$ cat config.mk
export PLATFORM = sky130hd
export DESIGN_NAME = rx_frame_sequencer_flat
export DESIGN_NICKNAME = d
export VERILOG_FILES = /design/src/rtl/phy_rx_pkg.sv /design/src/rtl/rx_frame_sequencer_if.sv /design/src/rtl/psdu_byte_packer.sv /design/src/rtl/rx_frame_sequencer.sv /design/src/flat_wrapper.sv
export SDC_FILE = /design/constraint.sdc
export NUM_CORES = 1
export LEC_CHECK = 0
export ABC_AREA = 1
export BUFFER_PORTS_ARGS = -buffer_cell sky130_fd_sc_hd__buf_2
export CORE_MARGIN = 5
export CORE_UTILIZATION = 40
export CTS_CLUSTER_DIAMETER = 80
export DETAILED_ROUTE_END_ITERATION = 8
export PLACE_DENSITY = 0.63
export SYNTH_ARGS = -nofsm -noshare
export SYNTH_HDL_FRONTEND = slang
export SYNTH_SLANG_ARGS = --single-unit
$ cat constraint.sdc
create_clock -name clk -period 2 [get_ports clk]
set_clock_uncertainty 0.2 [all_clocks]
set_input_delay 0.3 -clock clk [delete_from_list [all_inputs] [get_ports clk]]
set_output_delay 0.3 -clock clk [all_outputs]
set_load 0.05 [all_outputs]
$ cat src/rtl/phy_rx_pkg.sv
// Shared constants, status codes and state encodings for the 802.11b DSSS receive path.
package phy_rx_pkg;

  // SIGNAL field values, units of 100 kb/s
  localparam logic [7:0]  RATE_1M     = 8'h0A;
  localparam logic [7:0]  RATE_2M     = 8'h14;
  localparam logic [7:0]  RATE_5M5    = 8'h37;
  localparam logic [7:0]  RATE_11M    = 8'h6E;

  localparam logic [15:0] MAX_LEN_US  = 16'd20000;
  localparam logic [15:0] HDR_TIMEOUT = 16'd400;

  typedef enum logic [2:0] {
    RX_OK       = 3'd0,
    RX_HDR_CRC  = 3'd1,
    RX_BAD_RATE = 3'd2,
    RX_BAD_LEN  = 3'd3,
    RX_TIMEOUT  = 3'd4,
    RX_ABORT    = 3'd5
  } rx_status_e;

  typedef enum logic [2:0] {
    S_IDLE     = 3'd0,
    S_SEARCH   = 3'd1,
    S_WAIT_HDR = 3'd2,
    S_PSDU     = 3'd3,
    S_END      = 3'd4
  } rx_state_e;

  // Header validation in priority order; only 1 Mbps frames of whole bytes are accepted.
  function automatic rx_status_e hdr_check(input logic crc_ok, input logic [7:0] rate,
                                           input logic [15:0] len);
    if (!crc_ok)
      return RX_HDR_CRC;
    if (rate != RATE_1M)
      return RX_BAD_RATE;
    if (len == 16'd0 || len[2:0] != 3'd0 || len > MAX_LEN_US)
      return RX_BAD_LEN;
    return RX_OK;
  endfunction

endpackage

$ cat src/rtl/rx_frame_sequencer_if.sv
// Bundle between the PHY front end, the MAC and rx_frame_sequencer.
interface rx_frame_sequencer_if;
  import phy_rx_pkg::*;

  // No ready/back-pressure anywhere: data_valid, pkt_header_valid_strobe and every output
  // pulse are single-cycle qualifiers; their data fields are only meaningful while the
  // qualifier is high (rx_status and frame_len_bytes hold their last value between events).
  logic        rx_enable;
  logic        data_bit;
  logic        data_valid;
  logic        preamble_detected;
  logic        pkt_header_valid_strobe;
  logic        pkt_header_valid;
  logic [7:0]  pkt_rate;
  logic [15:0] pkt_len;

  logic        hdr_search_en;
  logic        detector_restart;
  logic        rx_busy;
  logic        rx_start;
  logic        rx_end;
  logic [2:0]  rx_status;
  logic [12:0] frame_len_bytes;
  logic [7:0]  psdu_byte;
  logic        psdu_byte_valid;
  rx_state_e   state;

  modport master (
    input  rx_enable, data_bit, data_valid, preamble_detected,
           pkt_header_valid_strobe, pkt_header_valid, pkt_rate, pkt_len,
    output hdr_search_en, detector_restart, rx_busy, rx_start, rx_end, rx_status,
           frame_len_bytes, psdu_byte, psdu_byte_valid, state
  );

  modport slave (
    output rx_enable, data_bit, data_valid, preamble_detected,
           pkt_header_valid_strobe, pkt_header_valid, pkt_rate, pkt_len,
    input  hdr_search_en, detector_restart, rx_busy, rx_start, rx_end, rx_status,
           frame_len_bytes, psdu_byte, psdu_byte_valid, state
  );

endinterface

$ cat src/rtl/psdu_byte_packer.sv
// Serial-to-byte packer: bits arrive LSB first, a byte pulse follows the 8th bit by one cycle.
module psdu_byte_packer (
  input  logic       clk,
  input  logic       reset,
  input  logic       data_bit,
  input  logic       bit_valid,
  input  logic       flush,
  output logic [7:0] data_byte,
  output logic       byte_valid
);

  logic [7:0] shreg;
  logic [2:0] cnt;

  // flush dominates: a partial byte is dropped and a completing bit is not reported
  always_ff @(posedge clk or posedge reset) begin
    if (reset) begin
      shreg      <= 8'd0;
      cnt        <= 3'd0;
      data_byte  <= 8'd0;
      byte_valid <= 1'b0;
    end else if (flush) begin
      shreg      <= 8'd0;
      cnt        <= 3'd0;
      byte_valid <= 1'b0;
    end else if (bit_valid) begin
      shreg      <= {data_bit, shreg[7:1]};
      cnt        <= cnt + 3'd1;
      byte_valid <= (cnt == 3'd7);
      if (cnt == 3'd7)
        data_byte <= {data_bit, shreg[7:1]};
    end else begin
      byte_valid <= 1'b0;
    end
  end

endmodule

$ cat src/rtl/rx_frame_sequencer.sv
// Receive frame controller: header search, header validation, PSDU byte gating and MAC status.
module rx_frame_sequencer
  import phy_rx_pkg::*;
(
  input  logic                 clk,
  input  logic                 reset,
  rx_frame_sequencer_if.master bus
);

  rx_state_e  state, nxt_state;
  rx_status_e nxt_status, hdr_status, status_q;
  logic       accept;
  logic [15:0] bit_cnt;
  logic [12:0] len_bytes_q;
  logic       busy_q, start_q, restart_q;
  logic       in_psdu, pk_valid, pk_flush;
  logic       enter_end;

  assign hdr_status = hdr_check(bus.pkt_header_valid, bus.pkt_rate, bus.pkt_len);
  assign enter_end  = (state != S_END) && (nxt_state == S_END);

  always_ff @(posedge clk or posedge reset) begin
    if (reset) state <= S_IDLE;
    else       state <= nxt_state;
  end

  // Strobe is tested before the timeout so a header landing on the last allowed bit wins.
  always_comb begin
    nxt_state  = state;
    nxt_status = RX_OK;
    accept     = 1'b0;
    unique case (state)
      S_IDLE:
        if (bus.rx_enable) nxt_state = S_SEARCH;
      S_SEARCH:
        if (!bus.rx_enable)             nxt_state = S_IDLE;
        else if (bus.preamble_detected) nxt_state = S_WAIT_HDR;
      S_WAIT_HDR:
        if (!bus.rx_enable) begin
          nxt_state = S_IDLE;
        end else if (bus.pkt_header_valid_strobe) begin
          nxt_status = hdr_status;
          accept     = (hdr_status == RX_OK);
          nxt_state  = accept ? S_PSDU : S_END;
        end else if (bus.data_valid && bit_cnt >= HDR_TIMEOUT - 16'd1) begin
          nxt_status = RX_TIMEOUT;
          nxt_state  = S_END;
        end
      S_PSDU:
        if (!bus.rx_enable) begin
          nxt_status = RX_ABORT;
          nxt_state  = S_END;
        end else if (bus.data_valid && bit_cnt <= 16'd1) begin
          nxt_status = RX_OK;
          nxt_state  = S_END;
        end
      S_END:
        nxt_state = bus.rx_enable ? S_SEARCH : S_IDLE;
      default:
        nxt_state = S_IDLE;
    endcase
  end

  always_comb begin
    bus.hdr_search_en = (state == S_SEARCH) || (state == S_WAIT_HDR);
    bus.rx_end        = (state == S_END);
    bus.state         = state;
  end

  always_ff @(posedge clk or posedge reset) begin
    if (reset) begin
      bit_cnt     <= 16'd0;
      len_bytes_q <= 13'd0;
      busy_q      <= 1'b0;
      start_q     <= 1'b0;
      restart_q   <= 1'b0;
      status_q    <= RX_OK;
    end else begin
      start_q   <= accept;
      restart_q <= ((state == S_IDLE) && bus.rx_enable) || enter_end;
      if (accept)
        busy_q <= 1'b1;
      else if (state == S_END)
        busy_q <= 1'b0;
      if (enter_end)
        status_q <= nxt_status;
      if (accept)
        len_bytes_q <= bus.pkt_len[15:3];
      // bit_cnt counts up while waiting for a header and down through the PSDU
      unique case (state)
        S_SEARCH:
          if (bus.preamble_detected) bit_cnt <= 16'd0;
        S_WAIT_HDR:
          if (accept)
            bit_cnt <= bus.data_valid ? bus.pkt_len - 16'd1 : bus.pkt_len;
          else if (bus.data_valid)
            bit_cnt <= bit_cnt + 16'd1;
        S_PSDU:
          if (bus.data_valid && bus.rx_enable && bit_cnt != 16'd0)
            bit_cnt <= bit_cnt - 16'd1;
        default: ;
      endcase
    end
  end

  assign bus.rx_start         = start_q;
  assign bus.rx_busy          = busy_q;
  assign bus.detector_restart = restart_q;
  assign bus.rx_status        = status_q;
  assign bus.frame_len_bytes  = len_bytes_q;

  // The accepting cycle already belongs to the PSDU, so its data bit is bit 0.
  assign in_psdu  = bus.rx_enable && ((state == S_PSDU) || accept);
  assign pk_valid = in_psdu && bus.data_valid;
  assign pk_flush = !in_psdu;

  psdu_byte_packer u_packer (
    .clk        (clk),
    .reset      (reset),
    .data_bit   (bus.data_bit),
    .bit_valid  (pk_valid),
    .flush      (pk_flush),
    .data_byte  (bus.psdu_byte),
    .byte_valid (bus.psdu_byte_valid)
  );

endmodule
$ cat src/flat_wrapper.sv
// flat-port wrapper written by rule: the top's interface ports become plain ports
module rx_frame_sequencer_flat import phy_rx_pkg::*;
  (clk, reset, bus_rx_enable, bus_data_bit, bus_data_valid, bus_preamble_detected, bus_pkt_header_valid_strobe, bus_pkt_header_valid, bus_pkt_rate, bus_pkt_len, bus_hdr_search_en, bus_detector_restart, bus_rx_busy, bus_rx_start, bus_rx_end, bus_rx_status, bus_frame_len_bytes, bus_psdu_byte, bus_psdu_byte_valid, bus_state);
  rx_frame_sequencer_if bus_i ();
  input  logic clk;
  input  logic reset;
  input wire logic [$bits(bus_i.rx_enable)-1:0] bus_rx_enable;
  input wire logic [$bits(bus_i.data_bit)-1:0] bus_data_bit;
  input wire logic [$bits(bus_i.data_valid)-1:0] bus_data_valid;
  input wire logic [$bits(bus_i.preamble_detected)-1:0] bus_preamble_detected;
  input wire logic [$bits(bus_i.pkt_header_valid_strobe)-1:0] bus_pkt_header_valid_strobe;
  input wire logic [$bits(bus_i.pkt_header_valid)-1:0] bus_pkt_header_valid;
  input wire logic [$bits(bus_i.pkt_rate)-1:0] bus_pkt_rate;
  input wire logic [$bits(bus_i.pkt_len)-1:0] bus_pkt_len;
  output wire logic [$bits(bus_i.hdr_search_en)-1:0] bus_hdr_search_en;
  output wire logic [$bits(bus_i.detector_restart)-1:0] bus_detector_restart;
  output wire logic [$bits(bus_i.rx_busy)-1:0] bus_rx_busy;
  output wire logic [$bits(bus_i.rx_start)-1:0] bus_rx_start;
  output wire logic [$bits(bus_i.rx_end)-1:0] bus_rx_end;
  output wire logic [$bits(bus_i.rx_status)-1:0] bus_rx_status;
  output wire logic [$bits(bus_i.frame_len_bytes)-1:0] bus_frame_len_bytes;
  output wire logic [$bits(bus_i.psdu_byte)-1:0] bus_psdu_byte;
  output wire logic [$bits(bus_i.psdu_byte_valid)-1:0] bus_psdu_byte_valid;
  output wire logic [$bits(bus_i.state)-1:0] bus_state;
  assign bus_i.rx_enable = bus_rx_enable;
  assign bus_i.data_bit = bus_data_bit;
  assign bus_i.data_valid = bus_data_valid;
  assign bus_i.preamble_detected = bus_preamble_detected;
  assign bus_i.pkt_header_valid_strobe = bus_pkt_header_valid_strobe;
  assign bus_i.pkt_header_valid = bus_pkt_header_valid;
  assign bus_i.pkt_rate = bus_pkt_rate;
  assign bus_i.pkt_len = bus_pkt_len;
  assign bus_hdr_search_en = bus_i.hdr_search_en;
  assign bus_detector_restart = bus_i.detector_restart;
  assign bus_rx_busy = bus_i.rx_busy;
  assign bus_rx_start = bus_i.rx_start;
  assign bus_rx_end = bus_i.rx_end;
  assign bus_rx_status = bus_i.rx_status;
  assign bus_frame_len_bytes = bus_i.frame_len_bytes;
  assign bus_psdu_byte = bus_i.psdu_byte;
  assign bus_psdu_byte_valid = bus_i.psdu_byte_valid;
  assign bus_state = bus_i.state;
  rx_frame_sequencer u_core (.clk(clk), .reset(reset), .bus(bus_i));
endmodule
==> results of run 1 <==
-- flip-flops by register name, indices dropped and copies added, names as in the netlist, 3 cells and up --
register,cells
u_core.bit_cnt,16
u_core.bus.frame_len_bytes,13
u_core.u_packer.data_byte,8
u_core.u_packer.shreg,7
u_core.bus.rx_status,3
u_core.bus.state,3
u_core.u_packer.cnt,3
-- worst max-delay path, stage by stage, from the launching register on --
cell     delay [ps]
dfrtp_2         440
inv_2            80
nand2_4          70
nor2_8          140
nand3_4          80
nor2_4          140
nand4_4         150
nand2_2         120
nand2_4         100
buf_6           160
nor2_2           80
a21oi_1         100
-- report_power, final --
part | internal, mW | leakage (nW) | switching, mW
Combinational | 0.968 | 2.23 | 1.50
Sequential | 1.31 | 0.764 | 0.165
Clock | 0.641 | 0.103 | 0.503
-- routing by layer --
metal | share of wire (%) | global-route usage, % | routed length, um
met5 | 0 | 0 | 0
met1 | 45 | 29.4 | 5790
met3 | 5.9 | 4.35 | 750
met4 | 1.5 | 5.61 | 191
met2 | 47 | 35.8 | 6080
-- cell families (layout without fill, tap and decap cells) --
kind of cell,count (synthesis),in the layout
fa+ha+maj,8,8
compound gates,54,54
flops,57,57
simple gates,375,377
buf+inv,89,258
xor+xnor,21,21
-- layout make-up --
type | instances | share of cell area, %
Multi-Input combinational cell | 460 | 42.4
Sequential cell | 57 | 25.3
Timing Repair Buffer | 167 | 20.7
Inverter | 75 | 5.14
Tap cell | 133 | 2.93
Clock buffer | 13 | 2.80
Clock inverter | 3 | 0.705
-- timing repair --
action	4_1_cts	5_1_grt
hold endpoints to repair	59	0
setup buffers	1	19
gates cloned	0	2
gates resized for setup	8	62
hold buffers	3	0
setup endpoints to repair	17	39
pin swaps	1	33
-- Yosys cell counts --
cell type	instances	area share, %
inv_2	5	0.47
nand2_4	1	0.28
nand3_1	54	6.8
ha_1	8	2.5
nor3_1	13	1.6
nand4_1	4	0.63
xor2_1	20	4.4
nand3_2	1	0.25
o21ai_0	17	2.1
and2_1	1	0.16
dfrtp_1	57	36
a21o_1	1	0.19
xnor2_1	1	0.22
nand2_1	218	21
clkinv_2	1	0.13
nor2_8	1	0.50
a21oi_1	15	1.9
nand2_2	5	0.79
clkbuf_1	3	0.28
a31o_2	1	0.22
buf_2	8	1.0
nor2_1	71	6.7
o2111ai_1	1	0.22
buf_6	1	0.28
inv_1	69	6.5
a21oi_2	5	1.1
or2_2	1	0.16
nor2_4	3	0.85
nand3_4	1	0.44
nand4_4	1	0.54
o21ai_1	13	1.6
buf_1	1	0.094
a21boi_1	1	0.19
buf_4	1	0.19
-- worst max path at each step --
stage	end	cells past startpoint
6_report	u_core.bit_cnt[4]	11
5_1_grt	u_core.bit_cnt[14]	12
4_1_cts	u_core.bit_cnt[15]	10
3_5_place_dp	u_core.bit_cnt[12]	14
3_3_place_gp	u_core.bit_cnt[12]	14
2_1_floorplan	u_core.bit_cnt[0]	12
-- stage by stage --
stage	worst slack [ps]	instance area [um^2]	hold WS (ps)	setup TNS, ps
2_1_floorplan	-26.1	4000	210	-303
3_3_place_gp	-98.0	5050	147	-1190
3_5_place_dp	-110	5050	140	-2190
4_1_cts	-7.28	5320	66.3	-7.28
5_1_grt	-87.8	5680	90.9	-1430
6_report	-5.85	5680	78.4	-5.85
==> out/qor.csv, run 1 <==
stage,metric,value,unit
final_layout,utilization after layout,58.3,%
route,DR iter-0 viols,268,
synth,post-synthesis sequential area ratio,35.9,%
die,chip height,110,um
placed_design,dpl cells,868,
cts,H-tree levels,3,
grt,global route total overflow,0,
cts,Worst-Skew Late Latency,350,ps
final_layout,Register Area,1440,um^2
worst_hold_path,Hold Path Class,input port to flop,
synth,Synth Area per Inst,6.58,um^2
placed_design,I/O Buffers,64,
critical_path,nature of the critical path startpoint,flop,
cts,Root Driver,clkbuf_8,
outcome,failing checks,setup timing,
sta,Final Hold Viols,0,
final_layout,Layout area overhead,42.9,%
final_layout,share of post-route cells with drive strength above 1,33.0,%
grt,GRT Util Overall,21.8,%
die,die width,110,um
sta,"Setup violations, final",1,
route,average wire per standard cell,14.1,um
synth,"Cell Area, Synth",3970,um^2
critical_path,"Req. time, crit path",2020,ps
outcome,status,finished with violations,
synth,fraction of the mapped netlist area in simple logic gates,40.4,%
critical_path,Worst Setup SP,u_core.bus.state[2],
die,core footprint,9730,um^2
route,total length of routed wires,12800,um
sta,fmax,499,MHz
synth,Syn Nets,644,
final_layout,"most common cell after layout, fill and taps aside",nand2_1,
sta,Slew @ Worst Pin,386,ps
die,Initial Util,40.8,%
critical_path,crit end category,flop,
power,peak supply drop,0.781,mV
worst_hold_path,Min-Delay Endpoint,u_core.bus.frame_len_bytes[6],
power,Pleak,3.10,nW
critical_path,"setup slack, reg-to-reg",-6,ps
critical_path,reg2reg start,u_core.bus.state[2],
grt,vias in the first global route,4219,
route,router iterations before antenna repair,7,
final_layout,most frequent cells in the layout,"nand2_1 (214), buf_4 (90), inv_1 (64)",
synth,largest family of logic cells by synthesized area,simple AND/OR/NAND/NOR gates,
route,vias per cell,4.91,
grt,initial antenna violation count,0,
sta,RSZ-0062 raised after global routing,yes,
die,IO Pins,65,
cts,Max clock buf depth,2,
sta,worst setup slack after layout,-5.85,ps
sta,Final min period,2010,ps
synth,number of distinct library cells after synthesis,34,
die,num rows,36,
route,routed via count,4455,
cts,CTS Buf Count,9,
die,Die Area,12000,um^2
power,pwr/cell area,895,nW/um^2
critical_path,crit-path max FO,6,
synth,Post-Synth XOR/XNOR Area,4.63,%
final_layout,Antenna Diode Count,0,
final_layout,Final nets,810,
placed_design,hpwl dp,9590,um
final_layout,Layout Cells excl Fill,908,
synth,synthesized instance count,604,
synth,Yosys Warn Count,0,
route,ANT nets after route,0,
power,final total power,5.08,mW
critical_path,Worst Path Arrival,2030,ps
final_layout,FILL cells,955,
grt,first-pass GRT wire length,20400,um
cts,TritonCTS clock tree,yes,
cts,"Reg clk slew, reported paths",70,ps
worst_hold_path,hold_sp,bus_pkt_len[9],
cts,CTS Sinks,57,
synth,Yosys reg bits,57,
grt,largest net degree at the start of global routing,39,
synth,post-synthesis compound-gate area fraction,7.59,%
worst_hold_path,hold-critical path depth,3,
final_layout,multi-input logic area,2410,um^2
placed_design,gp weighted congestion,0.901,
synth,fraction of the mapped netlist area in adder cells,2.52,%
critical_path,Setup CP Type,flop to flop,
critical_path,R2R depth,11,
synth,mux cell area share after synthesis,0,%
route,Residual DRC,0,
run,max-cap viol count,0,
sta,max_slew headroom,74.1,%
critical_path,worst r2r dst,u_core.bit_cnt[4],
sta,fin crit share,100,%
sta,"Slew Viols, Final",0,
No activity file was read; power rests on OpenSTA's default activity.
==> inputs of run 2 (changes only) <==
==> constraint.sdc (replaced) <==
create_clock -name clk -period 2 [get_ports clk]
set_clock_uncertainty 0.2 [all_clocks]
set_input_delay 0.4 -clock clk [delete_from_list [all_inputs] [get_ports clk]]
set_output_delay 0.4 -clock clk [all_outputs]
set_load 0.05 [all_outputs]
==> run 2 against run 1 <==
Against the previous run: the flow still finishes with violations (setup timing); power is 0.97% higher; largest cell class unchanged; non-clock buffer count is 9 higher; critical path depth stayed put; sequential share of layout area is 0.53 points lower; design area is 2.2% higher; utilization is 1.3 points higher; setup slack worse by 44 ps; critical endpoint is now u_core.bit_cnt[11]; critical path type unchanged; wire length is 0.80% lower; fmax is 2.1% lower; sequential power hardly changed; first-iteration DRC count is 15% lower.
==> out/qor.csv, run 2 (synthesis results as in run 1) <==
stage,metric,value,unit,change
power,Pleak,3.16,nW,was 3.10 nW
critical_path,R2R depth,11,,unchanged
sta,worst setup slack after layout,-49.7,ps,was -5.85 ps
route,router iterations before antenna repair,5,,was 7
die,die width,110,um,unchanged
die,num rows,36,,unchanged
die,Die Area,12000,um^2,unchanged
critical_path,Critical Path Slowest Stage Cell,dfrtp_1,,was dfrtp_2
cts,H-tree levels,3,,unchanged
outcome,failing checks,setup timing,,unchanged
critical_path,reg2reg start,u_core.bit_cnt[6],,was u_core.bus.state[2]
route,vias per cell,4.91,,about the same
critical_path,Most Frequent Cell on Critical Path,nand2_1,,was nand2_4
final_layout,Final nets,819,,was 810
final_layout,"most common cell after layout, fill and taps aside",nand2_1,,unchanged
critical_path,"Req. time, crit path",2100,ps,was 2020 ps
grt,GRT Util Overall,21.7,%,was 21.8%
cts,CTS Sinks,57,,unchanged
critical_path,crit end category,flop,,unchanged
grt,initial antenna violation count,0,,unchanged
final_layout,largest register by flop count,u_core.bit_cnt,,unchanged
final_layout,share of post-route cells with drive strength above 1,35.7,%,was 33.0%
placed_design,I/O Buffers,64,,unchanged
cts,Root Driver,clkbuf_8,,unchanged
sta,max_slew headroom,65.7,%,was 74.1%
cts,"Reg clk slew, reported paths",90,ps,was 70 ps
sta,fmax,488,MHz,was 499 MHz
worst_hold_path,Hold Path Class,input port to flop,,unchanged
cts,Max clock buf depth,2,,unchanged
route,Residual DRC,0,,unchanged
die,Initial Util,40.8,%,unchanged
route,ANT nets after route,0,,unchanged
final_layout,FILL cells,911,,was 955
critical_path,crit-path max cell delay,440,ps,about the same
die,core footprint,9730,um^2,unchanged
sta,Hold WS,91.1,ps,was 78.4 ps
critical_path,"setup slack, reg-to-reg",-50,ps,was -6 ps
final_layout,Antenna Diode Count,0,,unchanged
grt,vias in the first global route,4482,,was 4219
cts,TritonCTS clock tree,yes,,unchanged
sta,Final Hold Viols,0,,unchanged
final_layout,max reg flops,16,,unchanged
run,max-cap viol count,0,,unchanged
critical_path,Worst Path Arrival,2150,ps,was 2030 ps
final_layout,most frequent cells in the layout,"nand2_1 (206), buf_4 (102), buf_2 (62)",,"was nand2_1 (214), buf_4 (90), inv_1 (64)"
sta,"Slew Viols, Final",0,,unchanged
route,total length of routed wires,12700,um,was 12800 um
sta,RSZ-0062 raised after global routing,yes,,unchanged
critical_path,crit-path max FO,4,,was 6
power,peak supply drop,0.501,mV,was 0.781 mV
placed_design,hpwl dp,9340,um,was 9590 um
grt,largest net degree at the start of global routing,37,,was 39
worst_hold_path,Min-Delay Endpoint,u_core.u_packer.shreg[7],,was u_core.bus.frame_len_bytes[6]
grt,first-pass GRT wire length,20500,um,was 20400 um
cts,Worst-Skew Late Latency,360,ps,was 350 ps
final_layout,utilization after layout,59.6,%,was 58.3%
outcome,status,finished with violations,,unchanged
critical_path,worst r2r dst,u_core.bit_cnt[11],,was u_core.bit_cnt[4]
critical_path,Setup CP Type,flop to flop,,unchanged
grt,global route total overflow,0,,unchanged
sta,Slew @ Worst Pin,514,ps,was 386 ps
route,average wire per standard cell,13.9,um,was 14.1 um
sta,"Setup violations, final",3,,was 1
final_layout,Layout area overhead,46.0,%,was 42.9%
critical_path,nature of the critical path startpoint,flop,,unchanged
sta,fin crit share,102,%,was 100%
die,chip height,110,um,unchanged
worst_hold_path,hold_sp,bus_data_bit,,was bus_pkt_len[9]
power,pwr/cell area,885,nW/um^2,was 895 nW/um^2
cts,CTS Buf Count,9,,unchanged
placed_design,gp weighted congestion,0.956,,was 0.901
sta,Final min period,2050,ps,was 2010 ps
critical_path,cells along the critical path,buf_4 -> nor2_4 -> nand4_1 -> nor2_2 -> buf_4 -> nand4_1 -> a21oi_1 -> o21ai_1 -> nand2_1 -> nand2_1 -> nand2_1,,was inv_2 -> nand2_4 -> nor2_8 -> nand3_4 -> nor2_4 -> nand4_4 -> nand2_2 -> nand2_4 -> buf_6 -> nor2_2 -> a21oi_1
route,DR iter-0 viols,228,,was 268
worst_hold_path,hold-critical path depth,3,,unchanged
route,routed via count,4500,,was 4455
die,IO Pins,65,,unchanged
[run 2: changes by cell type in the layout (fill, tap and decap cells not counted), moves of 6 or more]
cell / before / now
buf_4: 90 / 102
nand3_2: 3 / 9
nand2_2: 6 / 13
nand2_1: 214 / 206
[run 2: per-stage QoR]
stage                     total power, mW  TNS (ps)  setup slack, ps  std cells  cell area, um^2
after floorplan                      2.76      -238            -26.1        604             4010
after global placement               3.48     -5360             -168        887             5190
after detailed placement             3.54     -7100             -216        887             5190
after CTS                            4.91     -33.5            -33.5        907             5480
after global routing                 5.45     -2000             -127        917             5800
final                                5.13     -87.5            -49.7        917             5800
[run 2: area by class of cell]
class | instances | area [um^2] | area share, %
repair buffers | 176 | 1250 | 21.6
multi-input cells | 460 | 2420 | 41.7
well taps | 133 | 166 | 2.87
clock buffers | 9 | 124 | 2.14
clock inverters | 7 | 103 | 1.77
flip-flops and latches | 57 | 1440 | 24.7
inverters | 75 | 298 | 5.13
[run 2: worst max-delay path by stage]
| stage | depth (start not counted) | endpoint | start | slack (ps) |
|---|---|---|---|---|
| finish | 11 | u_core.bit_cnt[11] | u_core.bit_cnt[6] | -50 |
| global route | 11 | u_core.bit_cnt[11] | u_core.bit_cnt[6] | -130 |
| CTS | 7 | bus_hdr_search_en | u_core.bus.state[2] | -30 |
| detailed placement | 14 | u_core.bit_cnt[9] | bus_pkt_len[0] | -220 |
| global placement | 14 | u_core.bit_cnt[6] | bus_pkt_len[0] | -170 |
| floorplan | 12 | u_core.bit_cnt[0] | u_core.bus.state[2] | -30 |
[run 2: repair_timing]
action / in CTS / in global routing
resized for setup: 13 / 72
endpoints found under the setup margin: 21 / 44
gates cloned: 0 / 3
hold endpoints to repair: 21 / 0
buffers inserted: 3 / 7
hold buffers: 1 / 0
pin swaps: 3 / 20
[run 2: layer usage]
| metal | track usage [%] | share of wire (%) | up-vias |
|---|---|---|---|
| met5 | 0 | 0 | - |
| met2 | 35.1 | 48 | 114 |
| met3 | 3.46 | 4.5 | 26 |
| met4 | 10.8 | 2.4 | 0 |
| li1 | - | - | 2249 |
| met1 | 28.2 | 45 | 2111 |
[run 2: power by group]
part           total, mW  internal (mW)  switching (mW)
combinational       2.35          0.906            1.45
clock               1.30          0.714           0.587
sequential          1.48           1.31           0.170
total               5.13           2.93            2.20
[run 2: critical path: cells and delay by family, from the launching register on]
kind | cells | cell delay, ps
flops | 1 | 440
buf+inv | 2 | 310
simple gates | 7 | 780
compound gates | 2 | 250
==> inputs of run 3 (changes only) <==
- ABC_AREA: 1 -> not set
- PLACE_DENSITY: 0.63 -> 0.64
==> run 3 against run 2 <==
Against the previous run: the flow still finishes with violations (setup timing); first-iteration DRC count is 28% higher; die area is 8.8% lower; setup slack worse by 570 ps; cell count is 21% lower; global-route usage is 1.8 points higher; power is 17% lower; wire length is 2.3% higher; sequential cell count stayed put; utilization is 7.8 points higher; register-to-register slack worse by 550 ps; clock power hardly changed; sequential power is 13% lower; largest cell class unchanged; largest power group unchanged.
==> out/qor.csv, run 3 <==
stage,metric,value,unit,change
route,ANT nets after route,0,,unchanged
route,router iterations before antenna repair,5,,unchanged
critical_path,crit-path max cell delay,540,ps,was 440 ps
die,die width,105,um,was 110 um
die,chip height,105,um,was 110 um
critical_path,crit end category,flop,,unchanged
synth,synthesized instance count,422,,was 604
sta,max_slew headroom,67.9,%,was 65.7%
grt,largest net degree at the start of global routing,40,,was 37
grt,initial antenna violation count,0,,unchanged
worst_hold_path,hold-critical path depth,2,,was 3
synth,Synth top area share,39.7,%,was 35.9%
sta,fmax,381,MHz,was 488 MHz
synth,"Cell Area, Synth",3590,um^2,was 3970 um^2
final_layout,"most common cell after layout, fill and taps aside",buf_4,,was nand2_1
critical_path,R2R depth,8,,was 11
final_layout,most frequent cells in the layout,"buf_4 (106), buf_2 (60), nand2_1 (58)",,"was nand2_1 (206), buf_4 (102), buf_2 (62)"
sta,Slew @ Worst Pin,480,ps,was 514 ps
die,core footprint,8720,um^2,was 9730 um^2
sta,"Slew Viols, Final",0,,unchanged
synth,Synth Area per Inst,8.50,um^2,was 6.58 um^2
critical_path,crit-path max FO,6,,was 4
critical_path,"Buf+Inv Stages, Crit Path",2,,unchanged
critical_path,"Largest delay share family, worst path",simple AND/OR/NAND/NOR gates,,unchanged
sta,"Setup violations, final",57,,was 3
cts,"Reg clk slew, reported paths",80,ps,was 90 ps
critical_path,cells along the critical path,buf_6 -> or4_4 -> a221o_1 -> o21a_1 -> or3_4 -> buf_8 -> and2_4 -> or4_4 -> nand4_1,,was buf_4 -> nor2_4 -> nand4_1 -> nor2_2 -> buf_4 -> nand4_1 -> a21oi_1 -> o21ai_1 -> nand2_1 -> nand2_1 -> nand2_1
route,DR iter-0 viols,292,,was 228
final_layout,Layout area overhead,63.8,%,was 46.0%
grt,first-pass GRT wire length,20800,um,was 20500 um
die,Die Area,11000,um^2,was 12000 um^2
die,IO Pins,65,,unchanged
sta,setup tns final,-27450,ps,was -87.5 ps
die,num rows,34,,was 36
placed_design,I/O Buffers,64,,unchanged
placed_design,hpwl dp,8980,um,was 9340 um
synth,Syn Nets,462,,was 644
synth,most frequent cells after synthesis,"nand2_1 (77), dfrtp_1 (57), nor2_1 (35), o21ai_0 (23), a21oi_1 (18)",,"was nand2_1 (218), nor2_1 (71), inv_1 (69), dfrtp_1 (57), nand3_1 (54)"
worst_hold_path,Hold Path Class,input port to flop,,unchanged
route,total length of routed wires,13000,um,was 12700 um
sta,worst setup slack after layout,-624,ps,was -49.7 ps
critical_path,Worst Path Arrival,2710,ps,was 2150 ps
run,max-cap viol count,0,,unchanged
sta,Final Hold Viols,0,,unchanged
route,routed via count,4021,,was 4500
final_layout,Final nets,656,,was 819
power,Pleak,2.88,nW,was 3.16 nW
critical_path,"setup slack, reg-to-reg",-600,ps,was -50 ps
critical_path,nature of the critical path startpoint,input port,,was flop
synth,"area leader, netlist",dfrtp_1,,unchanged
final_layout,FILL cells,645,,was 911
synth,"FFs w/ async S/R, synth",100,%,unchanged
final_layout,Antenna Diode Count,0,,unchanged
synth,top post-synthesis cells by area,"dfrtp_1 (40%), nand2_1 (8.1%), xnor2_1 (4.1%)",,"was dfrtp_1 (36%), nand2_1 (21%), nand3_1 (6.8%)"
placed_design,dpl cells,685,,was 887
cts,Max clock buf depth,2,,unchanged
grt,GRT Util Overall,23.5,%,was 21.7%
grt,vias in the first global route,4079,,was 4482
cts,CTS Buf Count,9,,unchanged
cts,H-tree levels,3,,unchanged
route,vias per cell,5.52,,was 4.91
synth,most frequent cell after synthesis,nand2_1,,unchanged
sta,RSZ-0062 raised after global routing,yes,,unchanged
grt,global route total overflow,0,,unchanged
synth,post-synthesis sequential area ratio,39.7,%,was 35.9%
critical_path,Most Frequent Cell on Critical Path,or4_4,,was nand2_1
sta,fin crit share,131,%,was 102%
cts,CTS Sinks,57,,unchanged
synth,number of distinct library cells after synthesis,55,,was 34
critical_path,Worst path depth,9,,was 11
final_layout,max reg flops,16,,unchanged
power,final total power,4.24,mW,was 5.13 mW
placed_design,gp weighted congestion,0.920,,was 0.956
synth,Main synth FF type,dfrtp_1,,unchanged
critical_path,Setup CP Type,input port to flop,,was flop to flop
route,Residual DRC,0,,unchanged
sta,Hold WS,88.9,ps,was 91.1 ps
sta,Final min period,2620,ps,was 2050 ps
final_layout,utilization after layout,67.4,%,was 59.6%
power,peak supply drop,0.419,mV,was 0.501 mV
cts,Root Driver,clkbuf_8,,unchanged
synth,Yosys reg bits,57,,unchanged
final_layout,Layout Cells excl Fill,729,,was 917
cts,TritonCTS clock tree,yes,,unchanged
outcome,failing checks,setup timing,,unchanged
critical_path,Critical Path Slowest Stage Cell,or4_4,,was dfrtp_1
synth,Yosys Warn Count,0,,unchanged
outcome,status,finished with violations,,unchanged
die,Initial Util,41.1,%,was 40.8%
route,average wire per standard cell,17.8,um,was 13.9 um
synth,Post-synth EDFFs,0,,unchanged
power,pwr/cell area,721,nW/um^2,was 885 nW/um^2
cts,Worst-Skew Late Latency,350,ps,was 360 ps
critical_path,"Req. time, crit path",2090,ps,was 2100 ps
final_layout,largest register by flop count,u_core.bit_cnt,,unchanged
final_layout,share of post-route cells with drive strength above 1,50.6,%,was 35.7%
run 3: cell types whose count changed after synthesis, sizes merged, moves of 8 or more:
cell and change:
nand3 -48, clkbuf +13, nand2 -147, xor2 -11
nor2 -40, nor4 +8, xnor2 +16, inv -61
and3 +8, mux2i +14, mux2 +10
run 3: worst paths after layout:
check | from | end
worst min-delay path | bus_data_bit | u_core.u_packer.data_byte[7]
worst max-delay path | bus_pkt_len[5] | u_core.bit_cnt[11]
min in group asynchronous | reset | u_core.bus.frame_len_bytes[10]
max in group asynchronous | reset | u_core.bus.state[2]
worst min register to register | u_core.bus.frame_len_bytes[9] | u_core.bus.frame_len_bytes[9]
worst max register to register | u_core.bus.state[0] | u_core.bit_cnt[11]
run 3: cell type report:
class | count | area [um^2] | area share [%]
Sequential cell | 57 | 1430 | 24.3
Inverter | 13 | 51.3 | 0.873
Clock inverter | 7 | 103 | 1.75
Multi-Input combinational cell | 330 | 2430 | 41.3
Tap cell | 108 | 135 | 2.30
Clock buffer | 9 | 124 | 2.11
Timing Repair Buffer | 205 | 1610 | 27.3
run 3: what timing repair did:
action | 4_1_cts | 5_1_grt
pin swaps | 50 | 22
endpoints found under the hold margin | 18 | 0
resized for setup | 89 | 48
gates cloned | 3 | 0
setup buffers | 23 | 12
setup endpoints to repair | 59 | 59
hold buffers | 1 | 0
run 3: logic make-up after synthesis:
| logic type | Yosys count | synth area share [%] |
|---|---|---|
| simple gates | 193 | 26.2 |
| xor+xnor | 26 | 6.35 |
| buf+inv | 35 | 4.18 |
| mux | 24 | 7.04 |
| compound gates | 79 | 13.7 |
| fa+ha+maj | 8 | 2.79 |
| flops | 57 | 39.7 |
run 3: metal layers:
layer	track usage, %	part of all wire [%]	wire [um]
met5	0	0	0
met4	7.76	2.0	262
met3	4.93	6.5	848
met2	39.7	51	6570
met1	30.2	41	5320
run 3: per-stage QoR:
stage	cell area [um^2]	setup WS, ps
finish	5880	-624
detailed placement	4920	-1070
global route	5880	-724
CTS	5710	-568
global placement	4920	-1040
floorplan	3730	-848
run 3: report_power, final:
| group | internal (mW) | switching, mW |
|---|---|---|
| sequential | 1.23 | 0.0585 |
| clock | 0.712 | 0.573 |
| combinational | 0.738 | 0.921 |
